[src/rtl/clk_div_sched_if.sv]
// Request/response bundle between the two divisor-change requesters and clk_div_sched,
// plus the divider-facing outputs (reset, divisor) and status.
interface clk_div_sched_if #(
  parameter int DW = 16
);
  logic          i_req0_valid;
  logic [DW-1:0] i_req0_divisor;
  logic          o_req0_ready;
  logic          i_req1_valid;
  logic [DW-1:0] i_req1_divisor;
  logic          o_req1_ready;
  logic          o_div_rst;
  logic [DW-1:0] o_divisor;
  logic          o_grant_id;
  logic          o_busy;
  logic          o_done;

  modport master (
    output i_req0_valid, i_req0_divisor, i_req1_valid, i_req1_divisor,
    input  o_req0_ready, o_req1_ready, o_div_rst, o_divisor, o_grant_id, o_busy, o_done
  );

  modport slave (
    input  i_req0_valid, i_req0_divisor, i_req1_valid, i_req1_divisor,
    output o_req0_ready, o_req1_ready, o_div_rst, o_divisor, o_grant_id, o_busy, o_done
  );
endinterface

[src/rtl/clk_div_sched.sv]
// Round-robin divisor-change sequencer: done SETTLE_CYC+LOCK_CYC cycles after the ready pulse
// (no-op: next cycle); requests wait, valid held, until the FSM is IDLE.
module clk_div_sched #(
  parameter int            DW         = 16,
  parameter logic [DW-1:0] DEF_DIV    = '0,
  parameter int            SETTLE_CYC = 4,
  parameter int            LOCK_CYC   = 8
) (
  input  logic           i_clk,
  input  logic           i_rst,
  clk_div_sched_if.slave bus
);

  localparam int MAXC = (SETTLE_CYC > LOCK_CYC) ? SETTLE_CYC : LOCK_CYC;
  localparam int CW   = $clog2(MAXC + 1);
  localparam logic [CW-1:0] SETTLE_LAST = CW'(SETTLE_CYC - 1);
  localparam logic [CW-1:0] LOCK_LAST   = CW'(LOCK_CYC - 1);

  typedef enum logic [1:0] {IDLE, HOLD, RUN_WAIT, DONE} state_t;

  state_t        r_state, w_state_nxt;
  logic [CW-1:0] r_cnt;
  logic          r_last;
  logic          r_noop;
  logic          r_grant;
  logic [DW-1:0] r_divisor;
  logic          r_rdy0, r_rdy1;
  logic          r_div_rst, r_busy, r_done;

  logic          w_win;
  logic [DW-1:0] w_win_div;
  logic          w_accept;
  logic          w_change;

  always_comb begin
    w_state_nxt = r_state;
    w_win       = (bus.i_req0_valid & bus.i_req1_valid) ? ~r_last : bus.i_req1_valid;
    w_win_div   = w_win ? bus.i_req1_divisor : bus.i_req0_divisor;
    // A no-op acceptance spends its ready cycle in IDLE; r_noop blocks re-arbitration there.
    w_accept    = (r_state == IDLE) && !r_noop && (bus.i_req0_valid || bus.i_req1_valid);
    w_change    = (w_win_div != r_divisor);
    case (r_state)
      IDLE: begin
        if (r_noop)
          w_state_nxt = DONE;
        else if (w_accept && w_change)
          w_state_nxt = HOLD;
      end
      HOLD:     if (r_cnt == SETTLE_LAST) w_state_nxt = RUN_WAIT;
      RUN_WAIT: if (r_cnt == LOCK_LAST)   w_state_nxt = DONE;
      DONE:     w_state_nxt = IDLE;
      default:  w_state_nxt = HOLD;
    endcase
  end

  always_ff @(posedge i_clk or negedge i_rst) begin
    if (!i_rst) begin
      r_state   <= HOLD;
      r_cnt     <= '0;
      r_last    <= 1'b1;
      r_noop    <= 1'b0;
      r_grant   <= 1'b0;
      r_divisor <= DEF_DIV;
      r_rdy0    <= 1'b0;
      r_rdy1    <= 1'b0;
      r_div_rst <= 1'b0;
      r_busy    <= 1'b1;
      r_done    <= 1'b0;
    end else begin
      r_state <= w_state_nxt;
      if (w_state_nxt != r_state || r_state == IDLE || r_state == DONE)
        r_cnt <= '0;
      else
        r_cnt <= r_cnt + 1'b1;
      r_noop <= w_accept && !w_change;
      r_rdy0 <= w_accept && !w_win;
      r_rdy1 <= w_accept && w_win;
      if (w_accept) begin
        r_grant <= w_win;
        r_last  <= w_win;
        if (w_change)
          r_divisor <= w_win_div;
      end
      // Outputs decoded from the next state and registered so the divider reset never glitches.
      r_div_rst <= (w_state_nxt != HOLD);
      r_busy    <= (w_state_nxt != IDLE);
      r_done    <= (w_state_nxt == DONE);
    end
  end

  assign bus.o_req0_ready = r_rdy0;
  assign bus.o_req1_ready = r_rdy1;
  assign bus.o_div_rst    = r_div_rst;
  assign bus.o_divisor    = r_divisor;
  assign bus.o_grant_id   = r_grant;
  assign bus.o_busy       = r_busy;
  assign bus.o_done       = r_done;

endmodule

[src/flat_wrapper.sv]
// flat-port wrapper written by rule: the top's interface ports become plain ports
module clk_div_sched_flat 
#(
  parameter int            DW         = 16,
  parameter logic [DW-1:0] DEF_DIV    = '0,
  parameter int            SETTLE_CYC = 4,
  parameter int            LOCK_CYC   = 8
)
  (i_clk, i_rst, bus_i_req0_valid, bus_i_req0_divisor, bus_i_req1_valid, bus_i_req1_divisor, bus_o_req0_ready, bus_o_req1_ready, bus_o_div_rst, bus_o_divisor, bus_o_grant_id, bus_o_busy, bus_o_done);
  clk_div_sched_if #(.DW(DW)) bus_i ();
  input  logic i_clk;
  input  logic i_rst;
  input wire logic [$bits(bus_i.i_req0_valid)-1:0] bus_i_req0_valid;
  input wire logic [$bits(bus_i.i_req0_divisor)-1:0] bus_i_req0_divisor;
  input wire logic [$bits(bus_i.i_req1_valid)-1:0] bus_i_req1_valid;
  input wire logic [$bits(bus_i.i_req1_divisor)-1:0] bus_i_req1_divisor;
  output wire logic [$bits(bus_i.o_req0_ready)-1:0] bus_o_req0_ready;
  output wire logic [$bits(bus_i.o_req1_ready)-1:0] bus_o_req1_ready;
  output wire logic [$bits(bus_i.o_div_rst)-1:0] bus_o_div_rst;
  output wire logic [$bits(bus_i.o_divisor)-1:0] bus_o_divisor;
  output wire logic [$bits(bus_i.o_grant_id)-1:0] bus_o_grant_id;
  output wire logic [$bits(bus_i.o_busy)-1:0] bus_o_busy;
  output wire logic [$bits(bus_i.o_done)-1:0] bus_o_done;
  assign bus_i.i_req0_valid = bus_i_req0_valid;
  assign bus_i.i_req0_divisor = bus_i_req0_divisor;
  assign bus_i.i_req1_valid = bus_i_req1_valid;
  assign bus_i.i_req1_divisor = bus_i_req1_divisor;
  assign bus_o_req0_ready = bus_i.o_req0_ready;
  assign bus_o_req1_ready = bus_i.o_req1_ready;
  assign bus_o_div_rst = bus_i.o_div_rst;
  assign bus_o_divisor = bus_i.o_divisor;
  assign bus_o_grant_id = bus_i.o_grant_id;
  assign bus_o_busy = bus_i.o_busy;
  assign bus_o_done = bus_i.o_done;
  clk_div_sched #(.DW(DW), .DEF_DIV(DEF_DIV), .SETTLE_CYC(SETTLE_CYC), .LOCK_CYC(LOCK_CYC)) u_core (.i_clk(i_clk), .i_rst(i_rst), .bus(bus_i));
endmodule
[config.mk]
export PLATFORM = sky130hd
export DESIGN_NAME = clk_div_sched_flat
export DESIGN_NICKNAME = d
export VERILOG_FILES = /design/src/rtl/clk_div_sched_if.sv /design/src/rtl/clk_div_sched.sv /design/src/flat_wrapper.sv
export SDC_FILE = /design/constraint.sdc
export NUM_CORES = 1
export LEC_CHECK = 0
export ABC_AREA = 1
export CAP_MARGIN = 5
export CORE_UTILIZATION = 45
export CTS_BUF_LIST = sky130_fd_sc_hd__clkbuf_8
export DETAILED_ROUTE_END_ITERATION = 16
export DONT_BUFFER_PORTS = 1
export GPL_TIMING_DRIVEN = 0
export PLACE_DENSITY = 0.66
export SLEW_MARGIN = 20
export SYNTH_ARGS = -nofsm -noshare
export SYNTH_HDL_FRONTEND = slang
export SYNTH_SLANG_ARGS = --single-unit
[constraint.sdc]
create_clock -name i_clk -period 1.93 [get_ports i_clk]
set_input_delay 0.0965 -clock i_clk [delete_from_list [all_inputs] [get_ports i_clk]]
set_output_delay 0.0965 -clock i_clk [all_outputs]
set_load 0.02 [all_outputs]
==> impl_results.md <==
* Initial core utilization at 0.478
* Post-route cell area at between 2000 and 2500 um^2
* Fillers at roughly 370
* Setup slack, reg-to-reg at -0.17 ns
* CP Capture Type: flop
* Fin. max-slew vios at 0
* MaxCap Viol Count at 0
* Worst hold path type: input pin to flop
* Failing checks: setup timing
* Startpoint Class: flop
* Clk network pwr share at 0.175
* Combinational power share at 0.438
* GRT Util Overall at 0.212
* Worst-skew pair later-pin latency at 0.28 ns
* CTS tree: built
* Post-Syn Area per Cell at approximately 7.3 um^2
* Routed WL at roughly 4.7 mm
* Worst Path Max Fanout at 6
* WS Path Type: flop to flop
* Final setup vio count at 20
* TritonCTS Sinks at 30
* Yosys reg bits at 30
* Share of layout cells above drive strength 1 at 0.272
* Synth Cell Area at just under 2000 um^2
* RSZ-0062 raised after global routing: true
* TritonCTS buffer count at 5
* Fin crit share at 1.09
* Least-Margin Pin Slew at about 0.54 ns
* Area after DPL at 2010 um^2
* R2R Path Start: u_core.r_last
* Vias per inst at ~5.1
* Worst Setup SP: u_core.r_last
* PwrDens at about 1500 nW/um^2
* PnR worst setup slack at -0.172 ns
* # nets final at 330
* Final core occ at 0.600
* Status: finished, violations left
* Sw Share at 0.445
* Required @ worst endpoint at 2.11 ns
* Setup slack after placement at -0.232 ns
* Synth top area cells: dfrtp_1, nand2_1, nand3_1
* CORE AREA at around 4100 um^2
* Placed wire-length estimate at 3.12 mm
* N_diodes at 0
* PortBufs at 0
* Grt total ovfl at 0
* Residual DRC at 0
* Worst slew margin at 0.639
* NetSw at ~1700 uW
* Max Fclk at ~480 MHz
* First-pass GRT wire length at 7.00 mm
* Antenna violations before repair at 0
* Die boundary width at 67.9 um
* Seq pwr share at 0.387
* Vias in the first global route at ~1600
* Final min period at around 2.1 ns
* Area Overhead vs Synth at 25.5%
* GP Congestion at 0.725
* Hold Fails Final Rpt at 0
* Detailed Routing Iterations Pass 1 at 4
* Cell taking the most area after synthesis: dfrtp_1
* Row count at 23
* Vert. Die Dim at between 60 and 70 um
* Peak supply drop at approximately 650 uV
* Synth Net Count at 303
* Mapped Cells at around 270
* Antenna-violating nets left at 0
* Post-synth top area share at 0.346
* Leakage at ~0.0013 uW
* Synth cell types at 22
* Reg clk slew, reported paths at approximately 0.07 ns
* Root Driver: clkbuf_8
* H-tree Lvls at 2
* DR vias at between 1500 and 2000
* Initial DRC count at between 100 and 150
* CP arrival at between 2 and 2.5 ns
* Hold Path Origin: bus_i_req0_divisor[8]
* CTS Buffer Depth at 2
* WL per Instance at 13.8 um
* YS warnings at 0
* Worst clock skew at 0.00544 ns
* Sequential-to-total area share from yosys stat at 0.387
* Largest net degree at the start of global routing at 31
* Die Area at roughly 4600 um^2
* Ports at between 50 and 60
* Power Internal at between 2000 and 2500 uW
power groups by stage:
stage                     registers, uW  logic (uW)  clock network (uW)
after floorplan                    1390        1040                   0
after global placement             1440        1230                   0
final                              1450        1640                 654
after CTS                          1440        1420                 669
after detailed placement           1450        1260                   0
after global routing               1490        1840                 699
registers in the layout, summed over array words and instances (netlist names):
signal and count:
u_core.bus.o_busy 1, u_core.r_noop 1, u_core.bus.o_done 1, u_core.bus.o_div_rst 1, u_core.r_state 2, u_core.bus.o_grant_id 1
u_core.r_last 1, u_core.r_cnt 4, u_core.bus.o_req1_ready 1, u_core.bus.o_divisor 16, u_core.bus.o_req0_ready 1
cell families (layout without fill, tap and decap cells):
group	Yosys count	count (layout)	synth area share
simple gates	172	172	0.422
xor+xnor	1	1	0.00449
compound gates	19	19	0.0622
fa+ha+maj	1	1	0.00641
buf+inv	43	71	0.118
flops	30	30	0.387
worst max-delay path: stages (launching register included):
cell       delay [ns]
dfstp_2          0.55
nand2_4          0.09
nand2_8          0.13
clkbuf_16        0.15
nand2_1          0.06
nand3_1          0.06
nand2_1          0.07
nor2_2           0.11
nand2_1          0.07
nor2_2           0.12
nand2_2          0.08
nand2_2          0.08
buf_6            0.13
inv_8            0.05
buf_12           0.13
nand2_2          0.05
o21ai_2          0.04
final timing paths:
path	end	cells after the start
hold / removal	u_core.bus.o_divisor[8]	4
max in group asynchronous	u_core.r_last	2
setup reg to reg	u_core.bus.o_divisor[7]	16
setup / recovery	u_core.bus.o_divisor[7]	16
hold reg to reg	u_core.r_cnt[0]	1
min in group asynchronous	u_core.bus.o_divisor[8]	2
layer usage:
metal / global-route usage / wire length, um / vias to the layer above
met5: 0 / 0 / -
met4: 0.0599 / 48 / 0
met3: 0.0717 / 354 / 6
met2: 0.330 / 2210 / 67
met1: 0.278 / 2120 / 787
li1: - / - / 895
cell usage after synthesis:
cell and count:
xor2_1 1, nor3b_1 1, buf_6 5, o21ai_2 7
o21ai_0 10, nor2_1 20, buf_12 1, nand2_8 1
and3_1 1, nand2_2 14, dfrtp_1 27, nand2_1 81
buf_4 3, a21oi_1 2, ha_1 1, dfstp_2 3
nand3b_1 19, clkbuf_2 1, inv_1 32, nand3_1 34
inv_4 1, nand2_4 1
per-stage QoR:
| stage | hold slack, ns | setup TNS (ns) | power, uW | cells |
|---|---|---|---|---|
| 2_1_floorplan | -0.199 | 0 | 2430 | 266 |
| 3_5_place_dp | -0.198 | -2.81 | 2710 | 316 |
| 3_3_place_gp | -0.198 | -2.26 | 2670 | 316 |
| 5_1_grt | 0.0926 | -5.96 | 4030 | 344 |
| 4_1_cts | 0.0663 | -1.57 | 3530 | 341 |
| 6_report | 0.0733 | -2.58 | 3740 | 344 |
repair_timing:
item	in CTS	in global routing
setup buffers	15	1
hold endpoints to repair	30	0
hold buffers	2	0
pin swaps	3	15
gates cloned	1	2
setup endpoints to repair	20	21
resized for setup	7	28
placed cells by master, fill, tap and decap left out:
| cell type | n |
|---|---|
| nand2_1 | 73 |
| nand3_1 | 33 |
| inv_1 | 33 |
| dfrtp_1 | 27 |
| nand3b_1 | 19 |
| nand2_2 | 18 |
| buf_4 | 16 |
| nor2_1 | 14 |
| o21ai_2 | 9 |
| nor2_2 | 6 |
| o21ai_0 | 6 |
| clkbuf_8 | 6 |
| nand2_4 | 5 |
| buf_6 | 4 |
| buf_12 | 3 |
| dfstp_2 | 3 |
| buf_8 | 2 |
| a21oi_1 | 2 |
| o21ai_1 | 2 |
| clkbuf_16 | 2 |
| nand2_8 | 1 |
| and3_1 | 1 |
| nor3b_1 | 1 |
| nand3_2 | 1 |
| xor2_1 | 1 |
| clkbuf_4 | 1 |
| inv_8 | 1 |
| ha_1 | 1 |
| bufinv_16 | 1 |
| buf_16 | 1 |
| dlygate4sd3_1 | 1 |
cell type report:
cell class	instances	area, um^2	share of cell area
buffer	9	115	0.0470
clock buffer	6	82.6	0.0337
clock inverter	2	33.8	0.0138
inverter	33	131	0.0536
multi-input combinational	193	1030	0.422
sequential	30	754	0.308
tap	50	62.6	0.0255
timing repair buffer	21	235	0.0960
Note: power is estimated with default switching activity, not from simulation.
